==> config.mk <==
export PLATFORM = sky130hd
export DESIGN_NAME = des_f_pipe
export DESIGN_NICKNAME = d
export VERILOG_FILES = /design/src/rtl/des_f_pipe.sv
export SDC_FILE = /design/constraint.sdc
export NUM_CORES = 1
export LEC_CHECK = 0
export BUFFER_PORTS_ARGS = -buffer_cell sky130_fd_sc_hd__buf_2
export CAP_MARGIN = 20
export CORE_AREA = 2 2 140 211
export DETAILED_ROUTE_END_ITERATION = 7
export DIE_AREA = 0 0 142 213
export GPL_TIMING_DRIVEN = 0
export SETUP_SLACK_MARGIN = 0.05
export SLEW_MARGIN = 30
export SYNTH_ARGS = -nofsm -noshare
export SYNTH_HDL_FRONTEND = slang
export SYNTH_SLANG_ARGS = --single-unit
==> constraint.sdc <==
create_clock -name clk -period 7.1 [get_ports clk]
set_input_delay 0.355 -clock clk [delete_from_list [all_inputs] [get_ports clk]]
set_output_delay 0.355 -clock clk [all_outputs]
set_load 0.02 [all_outputs]
==> src/rtl/des_f_pipe.sv <==
// rtl/des_f_pipe.sv - two-stage pipelined DES round function f(R,K)
// Stage 1: E expansion xor subkey; stage 2: S-boxes and P permutation.
module des_f_pipe #(
  parameter int TAG_W = 4
) (
  input  logic             clk,
  input  logic             rst,
  input  logic             in_valid,
  output logic             in_ready,
  input  logic [31:0]      r_in,
  input  logic [47:0]      subkey,
  input  logic [TAG_W-1:0] in_tag,
  output logic             out_valid,
  input  logic             out_ready,
  output logic [31:0]      f_out,
  output logic [TAG_W-1:0] out_tag,
  output logic             busy
);

  // Tables hold 1-based DES bit numbers, MSB first.
  localparam int E_TAB [0:47] = '{
    32,  1,  2,  3,  4,  5,   4,  5,  6,  7,  8,  9,
     8,  9, 10, 11, 12, 13,  12, 13, 14, 15, 16, 17,
    16, 17, 18, 19, 20, 21,  20, 21, 22, 23, 24, 25,
    24, 25, 26, 27, 28, 29,  28, 29, 30, 31, 32,  1
  };

  localparam int P_TAB [0:31] = '{
    16,  7, 20, 21, 29, 12, 28, 17,  1, 15, 23, 26,  5, 18, 31, 10,
     2,  8, 24, 14, 32, 27,  3,  9, 19, 13, 30,  6, 22, 11,  4, 25
  };

  // Indexed by {row, col} = {in[5], in[0], in[4:1]}.
  localparam int SBOX [0:7][0:63] = '{
    '{14,  4, 13,  1,  2, 15, 11,  8,  3, 10,  6, 12,  5,  9,  0,  7,
       0, 15,  7,  4, 14,  2, 13,  1, 10,  6, 12, 11,  9,  5,  3,  8,
       4,  1, 14,  8, 13,  6,  2, 11, 15, 12,  9,  7,  3, 10,  5,  0,
      15, 12,  8,  2,  4,  9,  1,  7,  5, 11,  3, 14, 10,  0,  6, 13},
    '{15,  1,  8, 14,  6, 11,  3,  4,  9,  7,  2, 13, 12,  0,  5, 10,
       3, 13,  4,  7, 15,  2,  8, 14, 12,  0,  1, 10,  6,  9, 11,  5,
       0, 14,  7, 11, 10,  4, 13,  1,  5,  8, 12,  6,  9,  3,  2, 15,
      13,  8, 10,  1,  3, 15,  4,  2, 11,  6,  7, 12,  0,  5, 14,  9},
    '{10,  0,  9, 14,  6,  3, 15,  5,  1, 13, 12,  7, 11,  4,  2,  8,
      13,  7,  0,  9,  3,  4,  6, 10,  2,  8,  5, 14, 12, 11, 15,  1,
      13,  6,  4,  9,  8, 15,  3,  0, 11,  1,  2, 12,  5, 10, 14,  7,
       1, 10, 13,  0,  6,  9,  8,  7,  4, 15, 14,  3, 11,  5,  2, 12},
    '{ 7, 13, 14,  3,  0,  6,  9, 10,  1,  2,  8,  5, 11, 12,  4, 15,
      13,  8, 11,  5,  6, 15,  0,  3,  4,  7,  2, 12,  1, 10, 14,  9,
      10,  6,  9,  0, 12, 11,  7, 13, 15,  1,  3, 14,  5,  2,  8,  4,
       3, 15,  0,  6, 10,  1, 13,  8,  9,  4,  5, 11, 12,  7,  2, 14},
    '{ 2, 12,  4,  1,  7, 10, 11,  6,  8,  5,  3, 15, 13,  0, 14,  9,
      14, 11,  2, 12,  4,  7, 13,  1,  5,  0, 15, 10,  3,  9,  8,  6,
       4,  2,  1, 11, 10, 13,  7,  8, 15,  9, 12,  5,  6,  3,  0, 14,
      11,  8, 12,  7,  1, 14,  2, 13,  6, 15,  0,  9, 10,  4,  5,  3},
    '{12,  1, 10, 15,  9,  2,  6,  8,  0, 13,  3,  4, 14,  7,  5, 11,
      10, 15,  4,  2,  7, 12,  9,  5,  6,  1, 13, 14,  0, 11,  3,  8,
       9, 14, 15,  5,  2,  8, 12,  3,  7,  0,  4, 10,  1, 13, 11,  6,
       4,  3,  2, 12,  9,  5, 15, 10, 11, 14,  1,  7,  6,  0,  8, 13},
    '{ 4, 11,  2, 14, 15,  0,  8, 13,  3, 12,  9,  7,  5, 10,  6,  1,
      13,  0, 11,  7,  4,  9,  1, 10, 14,  3,  5, 12,  2, 15,  8,  6,
       1,  4, 11, 13, 12,  3,  7, 14, 10, 15,  6,  8,  0,  5,  9,  2,
       6, 11, 13,  8,  1,  4, 10,  7,  9,  5,  0, 15, 14,  2,  3, 12},
    '{13,  2,  8,  4,  6, 15, 11,  1, 10,  9,  3, 14,  5,  0, 12,  7,
       1, 15, 13,  8, 10,  3,  7,  4, 12,  5,  6, 11,  0, 14,  9,  2,
       7, 11,  4,  1,  9, 12, 14,  2,  0,  6, 10, 13, 15,  3,  5,  8,
       2,  1, 14,  7,  4, 10,  8, 13, 15, 12,  9,  0,  3,  5,  6, 11}
  };

  function automatic logic [3:0] sbox_lookup(input int box, input logic [5:0] g);
    return 4'(SBOX[box][{g[5], g[0], g[4:1]}]);
  endfunction

  logic             s1_valid_q, s1_valid_d;
  logic [47:0]      s1_data_q, s1_data_d;
  logic [TAG_W-1:0] s1_tag_q, s1_tag_d;
  logic             out_valid_q, out_valid_d;
  logic [31:0]      f_q, f_d;
  logic [TAG_W-1:0] out_tag_q, out_tag_d;

  logic [47:0] xk;
  logic [31:0] s_val;
  logic [31:0] f_comb;
  logic        s2_adv;

  always_comb begin
    xk = '0;
    for (int i = 0; i < 48; i++) begin
      xk[47-i] = r_in[32-E_TAB[i]] ^ subkey[47-i];
    end
  end

  always_comb begin
    s_val = '0;
    for (int k = 0; k < 8; k++) begin
      s_val[31-4*k -: 4] = sbox_lookup(k, s1_data_q[47-6*k -: 6]);
    end
  end

  always_comb begin
    f_comb = '0;
    for (int i = 0; i < 32; i++) begin
      f_comb[31-i] = s_val[32-P_TAB[i]];
    end
  end

  // Stage 2 moves whenever its slot is empty or being drained; stage 1 follows it.
  assign s2_adv   = !out_valid_q || out_ready;
  assign in_ready = !s1_valid_q || s2_adv;

  always_comb begin
    s1_valid_d  = s1_valid_q;
    s1_data_d   = s1_data_q;
    s1_tag_d    = s1_tag_q;
    out_valid_d = out_valid_q;
    f_d         = f_q;
    out_tag_d   = out_tag_q;
    if (s2_adv) begin
      out_valid_d = s1_valid_q;
      if (s1_valid_q) begin
        f_d       = f_comb;
        out_tag_d = s1_tag_q;
      end
    end
    if (in_ready) begin
      s1_valid_d = in_valid;
      if (in_valid) begin
        s1_data_d = xk;
        s1_tag_d  = in_tag;
      end
    end
  end

  always_ff @(posedge clk or posedge rst) begin
    if (rst) begin
      s1_valid_q  <= 1'b0;
      s1_data_q   <= '0;
      s1_tag_q    <= '0;
      out_valid_q <= 1'b0;
      f_q         <= '0;
      out_tag_q   <= '0;
    end else begin
      s1_valid_q  <= s1_valid_d;
      s1_data_q   <= s1_data_d;
      s1_tag_q    <= s1_tag_d;
      out_valid_q <= out_valid_d;
      f_q         <= f_d;
      out_tag_q   <= out_tag_d;
    end
  end

  assign out_valid = out_valid_q;
  assign f_out     = f_q;
  assign out_tag   = out_tag_q;
  assign busy      = s1_valid_q || out_valid_q;

endmodule

Word-level counts from Yosys, hierarchy flattened
Memory sizes are Yosys's and may differ from the RTL's. A register that Yosys moved wholly into a read port is not among the register bits.
Cells that the tools add are included.
- bits in registers: 58
- latch bits: 0
- memory bits (writable): 0
- ROM bits: 16384
- input port bits: 88
- output and inout port bits: 39
- logic and storage cells: 76
- memories: 8
- add/sub/neg operators: 0
- multiply operators: 0
- divide/modulo/power cells: 0
- $lt $le $gt $ge: 0
- equality and inequality tests: 0
- shift-type cells: 0
- mux-type cells: 0
- bitwise gates (word level): 56
- reduce and logical (&&, ||, !) cells: 7
- memories (memory ; depth ; bits a word ; rd ports ; clocked after memory_dff ; wr ports ; RTL line ; source):
    (name not given) ; 64 ; 32 ; 1 ; 1 ; 0 ; 70 ; return 4'(SBOX[box][{g[5], g[0], g[4:1]}]);
    (name not given) ; 64 ; 32 ; 1 ; 1 ; 0 ; 70 ;
    (name not given) ; 64 ; 32 ; 1 ; 1 ; 0 ; 70 ;
    (name not given) ; 64 ; 32 ; 1 ; 1 ; 0 ; 70 ;
    (name not given) ; 64 ; 32 ; 1 ; 1 ; 0 ; 70 ;
    (name not given) ; 64 ; 32 ; 1 ; 1 ; 0 ; 70 ;
    +2 memories ; n/a ; n/a ; n/a ; n/a ; n/a ; n/a ;
- operator list (operator ; count):
    $not A6 Y7 ; 8
    $xor A1 B1 Y1 ; 48
    $reduce_and A2 Y1 ; 2
    $logic_or A1 B1 Y1 ; 3
    $logic_not A1 Y1 ; 2

Depth between registers and ports, before layout
- depth in word-level cells: 4
- gate-level depth with buffers: 9
- gate-level depth less buffers: 7

Worst setup path before layout
OpenSTA, ideal clock, no wires.
- path type: register to register
- from: reg s1_data_q[43]
- to: reg f_q[9], in the netlist f_out[9]
- setup time: 0.132 ns
- arrival time: 2.238 ns
- required time: 6.968 ns
- path slack: 4.730 ns
- cell stages (with the launch flop): 10
- buffers on the path: 2
- period minus slack after synthesis: 2.370 ns
- cells stage by stage: dfrtp_1 > clkbuf_1 > inv_1 > ha_1 > clkbuf_1 > nor2_1 > a21oi_1 > mux4_2 > o221ai_1 > o21ai_1
- longest elaborated chain between the ends: 1
- ends and longest elaborated chain (element ; RTL line ; source):
    from (decl) ; 74 ; logic [47:0] s1_data_q, s1_data_d;
    from (signal assigned) ; 143 ; s1_data_q <= s1_data_d;
    $not A6 Y7 (implied by the code) ; 70 ;
    to (decl) ; 77 ; logic [31:0] f_q, f_d;
No other way between the ends.
A chain may end at the register's enable or synchronous reset.

Worst setup path after layout
- from: reg s1_data_q[13]
- to: reg f_q[3], in the netlist f_out[3]
Same word-level chain as after synthesis.

==> reports/results.ini <==
[setup_path]
end_kind=flop
crit_type=reg -> reg
critPathLaunchType=flop
r2r_end=f_out[3]
cpMaxStageDelayCell=dfrtp_1
path_max_fanout=10
ff2ff_setup_slack_ps=4240
crit_required_ps=7370
crit_arrival_ps=3130
reg2regPathDepth=9
cpPeakStageDelay_ps=470
r2r_start=s1_data_q[13]
crit_family=buffers and inverters
path_cells=clkbuf_1, inv_1, ha_1, clkbuf_1, or2_2, a21oi_1, a21oi_1, a311o_1, a41oi_1
cp.buffers_inverters=3

[placed_design]
post-place-ws_ps=4300
numPortBuffers=126
dp_hpwl_um=20000
place_congestion=0.942

[clock_tree]
cts_resized=0
cts_inserted_buffers=9
cts_buffer_depth=2
cts-hold-fix-buffers=0
htree_levels=3
clock_sinks=90
cts_tree=yes
clockRootBuffer=clkbuf_16
clkTransAtPathRegs_ps=70
cts_setup_buffers=0
clk-insertion-delay-late_ps=360

[yosys]
syn_avg_cell_area_um2=8.05
yosysTopAreaCell=dfrtp_1
synth_edf_count=0
yosysWarningCount=0
synthFlopType=dfrtp_1
synthMostInstantiatedCell=nand2_1
synth_area_leaders=dfrtp_1 27%, ha_1 9.4%, a21oi_1 5.8%
postSynthRegisterBits=90
synthDistinctLibCells=68
postSynthCellCount=1045
synth_area_mm2=0.00841
yosysSeqAreaShare_pct=26.8
yosys-top-cells-count=104 x nand2_1, 103 x nor2_1, 97 x a21oi_1, 90 x dfrtp_1, 73 x o21ai_0
async_flop_share_pct=100
syn-num-nets=1196
netlist.area_leader.share_pct=26.8

[global_routing]
antenna_found_initial=0
grt_pass1_vias=7756
grt_max_degree=54
grt-ovfl-total=0
grt_use_total_pct=17.5
grt_first_pass_wirelength_um=41400

[timing]
rsz0062_at_grt=false
tightest_slew_ps=918
fin_skew_ps=8.70
fin_crit_ps=2860
final_hold_viol_count=11
fin_crit_sh_pct=40.2
final-max-slew-violation-count=0
relSlewSlack_pct=38.8
setup-tns-final_ps=0
setup-violations-final=0
holdWs_ps=-12.7
setup_ws_ps=4240
max_freq_mhz=350

[route]
highest_layer=met4
firstDrtPassIters=5
drtIter0Drc=580
vias_per_cell=5.32
vias=8195
wl_um=26500
wl_met1_um=10700
wl_met2_um=14100
drc=0
wl_met3_um=1180
postRouteAntennaNets=0
post_drt_wl_per_cell_um=17.2

[layout]
drive_gt1_share_pct=18.9
syn2layout_area_growth_pct=17.2
fillers=2972
n_antenna_cell=0
nNetsFinal=1334

[status]
status=finished, violations left
violations=negative hold slack

[power_and_ir_drop]
switching_share_pct=43.3
power.total_w=0.00270
seq_power_share_pct=27.4
cellPowerDensity_mw_per_mm2=274
static-leakage-power_nw=4.37
clkPwrFrac_pct=20.9
p_int_w=0.00153
netSwitchingPower_w=0.00117
irDropWorstVdd_mv=0.132
combPwrFrac_pct=51.6

[floorplan]
placementRows=76
die-area_mm2=0.0302
start_util_pct=29.6
ios=127
die_h_um=213
core_mm2=0.0284
chipWidth_um=142

[min_path]
hold_class=in -> async

[run]
cap_violations=0

## worst register-to-register path: stages (launching register included)
cell	delay (ps)
dfrtp_1	470
clkbuf_1	440
inv_1	260
ha_1	340
clkbuf_1	220
or2_2	330
a21oi_1	180
a21oi_1	60
a311o_1	290
a41oi_1	180
## area by class of cell
| cell class | instances | area [um2] | share of cell area [%] |
|---|---|---|---|
| sequential | 90 | 2250 | 22.8 |
| buffer | 103 | 497 | 5.04 |
| clock inverter | 6 | 115 | 1.17 |
| timing repair buffer | 127 | 658 | 6.68 |
| tap | 351 | 439 | 4.45 |
| clock buffer | 10 | 229 | 2.32 |
| inverter | 41 | 159 | 1.61 |
| multi-input combinational | 811 | 5510 | 55.9 |
## worst max-delay path by stage
stage / start / to / slack [ps] / depth (start not counted)
5_1_grt: s1_data_q[13] / f_out[3] / 4090 / 9
3_3_place_gp: rst / f_out[9] / 3000 / 2
2_1_floorplan: rst / f_out[0] / 4410 / 1
4_1_cts: s1_data_q[13] / f_out[3] / 4290 / 9
6_report: s1_data_q[13] / f_out[3] / 4240 / 9
3_5_place_dp: s1_data_q[13] / f_out[3] / 4300 / 9
## sequential cells by signal, summed over array words and instances, names as in the netlist
signal      count
out_tag         4
s1_data_q      48
out_valid       1
f_out          32
s1_valid_q      1
s1_tag_q        4
## kinds of logic (layout without fill, tap and decap cells)
| group | after synthesis | after routing | share of synthesized area (%) |
|---|---|---|---|
| adders and majority gates | 63 | 63 | 9.37 |
| and+or+nand+nor | 303 | 303 | 16.3 |
| DFF | 90 | 90 | 26.8 |
| xor gates and xnor gates | 67 | 67 | 6.97 |
| muxes | 40 | 40 | 6.83 |
| buffers and inverters | 144 | 287 | 7.73 |
| AOI/OAI and AO/OA | 338 | 338 | 26.0 |
## layer usage
metal	vias to the layer above	global-route usage, %
li1	3980	-
met1	3902	20.7
met2	276	32.7
met3	37	1.53
met4	0	5.97
met5	-	0
## power by group through the flow
stage,clock network (W),logic [W],registers [W]
after detailed placement,0,0.00139,0.000752
after CTS,0.000574,0.00139,0.000744
after global routing,0.000596,0.00154,0.000759
final,0.000566,0.00140,0.000742
after floorplan,0,0.000911,0.000821
after global placement,0,0.00138,0.000750
## metrics by stage
step / hold WS [ps] / cell area [um2] / instances / util, %
global placement: 443 / 9480 / 1522 / 33.4
detailed placement: 392 / 9520 / 1523 / 33.5
global route: 15.0 / 9860 / 1539 / 34.7
finish: -12.7 / 9860 / 1539 / 34.7
floorplan: 433 / 8410 / 1045 / -
CTS: 10.1 / 9860 / 1539 / 34.7
## cell usage in the layout (no fill, tap or decap), types with 10 or more instances in the layout
master	Yosys	final
buf_2	41	167
nand2_1	104	104
nor2_1	103	103
a21oi_1	97	97
dfrtp_1	90	90
o21ai_0	73	73
ha_1	63	63
clkbuf_1	46	47
inv_1	40	39
xor2_1	38	38
a211oi_1	31	31
xnor2_1	29	29
nor2b_1	20	20
nand2b_1	19	19
mux2i_1	18	18
nor3_1	15	15
o211ai_1	15	15
mux4_2	13	13
a31oi_1	13	13
o31ai_1	11	11
nand3b_1	10	10
Power figures use the tool's default switching activity.
